### src/rtl/fls_pkg.sv
// fls_pkg: shared state/phase encodings for the Fibonacci-style sequencer
package fls_pkg;
  typedef enum logic [1:0] {
    IDLE = 2'd0,
    ONE  = 2'd1,
    RUN  = 2'd2,
    HALT = 2'd3
  } fls_state_e;
endpackage

### src/rtl/fls_tick.sv
// fls_tick: free-running 0..PERIOD-1 counter, held at 0 while disabled, ticks on the last count
module fls_tick #(
  parameter int PERIOD = 8
) (
  input  logic clk,
  input  logic rst_n,
  input  logic en,
  output logic tick
);
  localparam int TW = $clog2(PERIOD);
  localparam logic [TW-1:0] LAST = TW'(PERIOD - 1);
  logic [TW-1:0] cnt;
  // count while enabled and wrap on the last value; any disable restarts from 0
  always_ff @(posedge clk or negedge rst_n)
    if (!rst_n) cnt <= '0;
    else cnt <= (!en || cnt == LAST) ? '0 : cnt + 1'b1;
  assign tick = en && cnt == LAST;
endmodule

### src/rtl/fls_ctrl.sv
// fls_ctrl: button/timer driven load-and-step sequencer controller with overflow halt
module fls_ctrl
  import fls_pkg::*;
#(
  parameter int PERIOD = 8,
  parameter int CW     = 8
) (
  input  logic          clk,
  input  logic          rst_n,
  input  logic          en,
  input  logic          auto,
  input  logic          clr,
  input  logic          ovf_in,
  output logic          ld_a,
  output logic          ld_b,
  output logic          step,
  output logic [1:0]    phase,
  output logic [CW-1:0] term_cnt,
  output logic          halt
);
  fls_state_e state, state_d;
  logic en_q, press, tick_en, tick, req, ld_a_d, ld_b_d, step_d;
  assign press   = en & ~en_q;
  assign tick_en = state == RUN && auto && !clr;
  fls_tick #(.PERIOD(PERIOD)) u_tick (
    .clk  (clk),
    .rst_n(rst_n),
    .en   (tick_en),
    .tick (tick)
  );
  // clr outranks everything; an overflowing step request halts instead of stepping
  always_comb begin
    req     = auto ? tick : press;
    ld_a_d  = !clr && state == IDLE && press;
    ld_b_d  = !clr && state == ONE && press;
    step_d  = !clr && state == RUN && req && !ovf_in;
    state_d = clr ? IDLE
            : ld_a_d ? ONE
            : ld_b_d ? RUN
            : (state == RUN && req && ovf_in) ? HALT
            : state;
  end
  // state, edge-detect history, registered strobes and saturating term counter
  always_ff @(posedge clk or negedge rst_n)
    if (!rst_n) begin
      state    <= IDLE;
      en_q     <= 1'b1;
      ld_a     <= 1'b0;
      ld_b     <= 1'b0;
      step     <= 1'b0;
      term_cnt <= '0;
    end else begin
      state    <= state_d;
      en_q     <= en;
      ld_a     <= ld_a_d;
      ld_b     <= ld_b_d;
      step     <= step_d;
      term_cnt <= clr ? '0
                : ((ld_a_d || ld_b_d || step_d) && !(&term_cnt)) ? term_cnt + 1'b1
                : term_cnt;
    end
  assign phase = state;
  assign halt  = state == HALT;
endmodule

### config.mk
export PLATFORM = sky130hd
export DESIGN_NAME = fls_ctrl
export DESIGN_NICKNAME = d
export VERILOG_FILES = /design/src/rtl/fls_pkg.sv /design/src/rtl/fls_tick.sv /design/src/rtl/fls_ctrl.sv
export SDC_FILE = /design/constraint.sdc
export NUM_CORES = 1
export LEC_CHECK = 0
export CORE_AREA = 5 5 56 58
export CTS_CLUSTER_SIZE = 14
export DETAILED_ROUTE_END_ITERATION = 16
export DIE_AREA = 0 0 61 63
export HOLD_SLACK_MARGIN = 0.05
export PLACE_DENSITY = 0.67
export SYNTH_ARGS = -nofsm -noshare
export SYNTH_HDL_FRONTEND = slang
export SYNTH_SLANG_ARGS = --single-unit
### constraint.sdc
create_clock -name clk -period 1.75 [get_ports clk]
set_input_delay 0.525 -clock clk [delete_from_list [all_inputs] [get_ports clk]]
set_output_delay 0.525 -clock clk [all_outputs]
set_load 0.01 [all_outputs]
==> impl_summary.log <==
[metrics] global-route wire length before repair: 3.46 mm
[metrics] result of the run: finished with violations
[metrics] mean routed wirelength per cell: roughly 13 um
[metrics] total wire length: 2.05 mm
[metrics] slowest cell delay on critical path: ~0.53 ns
[metrics] die boundary height: 63 um
[metrics] Iter 0 DRT Violations: 4
[metrics] worst path setup slack after routing: -0.215 ns
[metrics] worst-case clock skew: between 0.01 and 0.015 ns
[metrics] CP Capture Point: term_cnt[5]
[metrics] Placeable Area: 2620 um2
[metrics] pre-CTS setup slack: -0.695 ns
[metrics] via/cell ratio: 5.18
[metrics] max-slew violation count: 0
[metrics] Detail Route Antenna Nets: 0
[metrics] Synth Instances: 79
[metrics] via count of the first global-routing pass: 819
[metrics] max capacitance violation total: 0
[metrics] critical hold path startpoint: en
[metrics] CTS tree: built
[metrics] count of warnings emitted by yosys: 0
[metrics] most used cell along the critical path: sky130_fd_sc_hd__or4b_4
[metrics] kind of critical path: reg -> reg
[metrics] post-layout util: 0.509
[metrics] Post-CTS Hold Fix Bufs: 0
[metrics] area of the die: 3840 um2
[metrics] deepest clock path buffer count: 2
[metrics] clock network latency to the later pin of the worst-skew pair: 0.30 ns
[metrics] Antenna Cells: 0
[metrics] number of design rule violations left after detail routing: 0
[metrics] Worst setup startpoint: phase[0]
[metrics] worst reg-to-reg path cell count: 5
[metrics] setup violation total in the final timing report: 8
[metrics] chain of cells forming the critical path: buf_6 -> or4b_4 -> o2bb2ai_4 -> or4b_4 -> mux2i_1
[metrics] Worst IR Drop VDD: 0.000507 V
[metrics] Data required, critical path: 1.93 ns
[metrics] detailed-router iteration count before antenna repair: 4
[metrics] Syn Nets: 88
[metrics] count of standard-cell rows: 19
[metrics] highest clock rate: 509 MHz
[metrics] total gr overflow: 0
[metrics] capture point of the worst reg-to-reg path: term_cnt[5]
[metrics] Leak: roughly 0.0007 uW
[metrics] violations in the final reports: negative setup slack
[metrics] Clk pin slew, worst setup/hold paths: 0.11 ns
[metrics] # placed instances: 139
[metrics] time the final worst path needs with I/O delays and setup: 1.96 ns
[metrics] Slowest cell on crit path: sky130_fd_sc_hd__or4b_4
[metrics] RePlAce Congestion: 0.781
[metrics] accumulated negative setup slack: -1.22 ns
[metrics] crit path DAT: 2.15 ns
[metrics] endpoint type of the worst setup path: flip-flop
[metrics] Starting Density: 0.324
[metrics] I/O pin count: 20
[metrics] Worst setup SP type: flip-flop
[metrics] H-tree level count: 1
[metrics] number of flip-flops and latches in the synthesized netlist: 17
[metrics] Clock Sinks: 17
[metrics] final worst-path cycle share: 1.12
[metrics] launching point of the worst reg2reg path: phase[0]
[metrics] netlist area before placement: 847 um2
[metrics] Power per Cell Area: 536 nW/um2
[metrics] r2r setup slk: -0.21 ns
[metrics] Fin. Hold Viols: 0
[metrics] remaining max-slew budget at the tightest pin: 0.794
[metrics] share of the yosys chip area belonging to registers: 0.504
[metrics] share of final-layout standard cells stronger than drive strength 1: 0.331
[metrics] global-route usage over all layers: 0.117
[metrics] average footprint of a synthesized cell: between 10 and 15 um2
[metrics] unrepaired setup endpoints after global routing: true
[metrics] routed vias: 787
[metrics] final cell count without fillers: 152
[metrics] class of the tightest hold or removal check: in -> reg
[metrics] x dimension of the die: between 60 and 70 um
[metrics] number of buffers created by CTS: 3
[metrics] transition time at the pin with the least slew margin: 0.305 ns
[metrics] post-detailed-placement half-perimeter wirelength: 1.45 mm
[metrics] maximum number of pins on one net before global-route repair: 18
[metrics] count of buffers from port buffering: 19
[metrics] post-synthesis to final-layout area growth: 57.2%
[metrics] maximum net fanout on the critical path: 4
[metrics] Root Buffer Master: sky130_fd_sc_hd__clkbuf_4
[metrics] Netlist cell types: 34
[metrics] initial antenna violation count: 0
[metrics] Overall Power: 713 uW
[metrics] NumNets Final: about 130
==> cell type report <==
type	count	area, um2
Fill cell	254	1280
Multi-Input combinational cell	57	454
Sequential cell	17	428
Timing Repair Buffer	41	375
Tap cell	31	38.8
Clock buffer	3	22.5
Inverter	2	7.51
Clock inverter	1	5.00
==> layer usage <==
metal  track usage  vias up  share of wire
met4        0.0596        0         0.0093
li1              -      384              -
met1         0.131      390           0.41
met5             0        -              0
met3        0.0248        4          0.028
met2         0.201        9           0.56
==> stage by stage <==
stage          cell area (um2)  hold WS [ns]
2_1_floorplan              873         0.229
3_3_place_gp              1190         0.423
3_5_place_dp              1190         0.426
4_1_cts                   1300         0.443
5_1_grt                   1330         0.509
6_report                  1330         0.508
==> worst max-delay path: cells and delay by family, from the launching register on <==
kind,cells,cell delay (ns)
AOI/OAI and AO/OA,1,0.17
and+or+nand+nor,2,1.02
DFF,1,0.41
buffers and inverters,1,0.12
muxes,1,0.13
==> worst min path at each step <==
stage | end | slack, ns | depth (start not counted)
after CTS | u_tick.cnt[0] | 0.44 | 1
after floorplan | ld_a | 0.23 | 0
final | en_q | 0.51 | 1
after global placement | u_tick.cnt[0] | 0.42 | 1
after global routing | en_q | 0.51 | 1
after detailed placement | u_tick.cnt[0] | 0.43 | 1
==> timing repair <==
action,in CTS,in global routing
setup buffers,8,2
resized for setup,15,11
endpoints found under the setup margin,23,13
gates cloned,0,0
pin swaps,3,1
==> Yosys cell counts, drive strengths merged <==
master	n	area (um2)
dfrtp	16	400
nor2b	3	18.8
o41ai	1	8.76
a211oi	1	7.51
clkbuf	2	7.51
o22ai	1	6.26
or4	3	22.5
o31ai	1	7.51
or3	1	6.26
mux2	1	11.3
ha	3	37.5
or4b	3	33.8
nand2b	1	6.26
o2bb2ai	1	15.0
and3	1	6.26
nand3	3	15.0
nor3b	1	7.51
buf	1	5.00
nand2	4	15.0
o21ai	3	15.0
a21boi	1	7.51
o21a	1	7.51
or3b	2	17.5
inv	2	7.51
nor4	1	6.26
o311ai	3	26.3
nor2	5	18.8
a21oi	4	20.0
nand4	2	12.5
a311oi	1	8.76
mux2i	1	10.0
and2	4	25.0
dfstp	1	26.3
==> cells in the final DEF (no fill, tap or decap), types with 2 or more instances in the layout <==
| cell type | synthesis | layout |
|---|---|---|
| sky130_fd_sc_hd__a21oi_2 | 0 | 3 |
| sky130_fd_sc_hd__nand3_1 | 3 | 3 |
| sky130_fd_sc_hd__dlymetal6s2s_1 | 0 | 4 |
| sky130_fd_sc_hd__clkbuf_4 | 0 | 3 |
| sky130_fd_sc_hd__or4b_4 | 1 | 3 |
| sky130_fd_sc_hd__dfrtp_1 | 16 | 15 |
| sky130_fd_sc_hd__ha_1 | 3 | 3 |
| sky130_fd_sc_hd__nor2_1 | 5 | 5 |
| sky130_fd_sc_hd__nand4_1 | 2 | 2 |
| sky130_fd_sc_hd__and2_1 | 4 | 4 |
| sky130_fd_sc_hd__or4_1 | 3 | 2 |
| sky130_fd_sc_hd__clkdlybuf4s50_1 | 0 | 7 |
| sky130_fd_sc_hd__buf_6 | 0 | 3 |
| sky130_fd_sc_hd__nor2b_1 | 3 | 3 |
| sky130_fd_sc_hd__inv_1 | 2 | 2 |
| sky130_fd_sc_hd__or3b_1 | 2 | 2 |
| sky130_fd_sc_hd__dlygate4sd2_1 | 0 | 7 |
| sky130_fd_sc_hd__nand2_1 | 4 | 4 |
| sky130_fd_sc_hd__buf_4 | 0 | 18 |
| sky130_fd_sc_hd__o311ai_1 | 3 | 2 |
| sky130_fd_sc_hd__o21ai_1 | 3 | 3 |
==> cell families (layout without fill, tap and decap cells) <==
| logic type | Yosys count | in the layout | synth area share |
|---|---|---|---|
| muxes | 2 | 2 | 0.0251 |
| buffers and inverters | 5 | 47 | 0.0236 |
| AOI/OAI and AO/OA | 18 | 18 | 0.154 |
| DFF | 17 | 17 | 0.504 |
| and+or+nand+nor | 34 | 34 | 0.250 |
| adders and majority gates | 3 | 3 | 0.0443 |
==> report_power, final <==
group | internal, uW | switching (uW) | leakage (uW)
clock network | 85.1 | 127 | 0.0000177
logic | 49.5 | 48.9 | 0.000442
registers | 399 | 3.42 | 0.000231
==> sequential cells by signal (all words and copies together) (netlist names) <==
| name | flops |
|---|---|
| term_cnt | 8 |
| en_q | 1 |
| phase | 2 |
| u_tick.cnt | 3 |
| ld_b | 1 |
| ld_a | 1 |
| step | 1 |
Note: power is estimated with default switching activity, not from simulation.
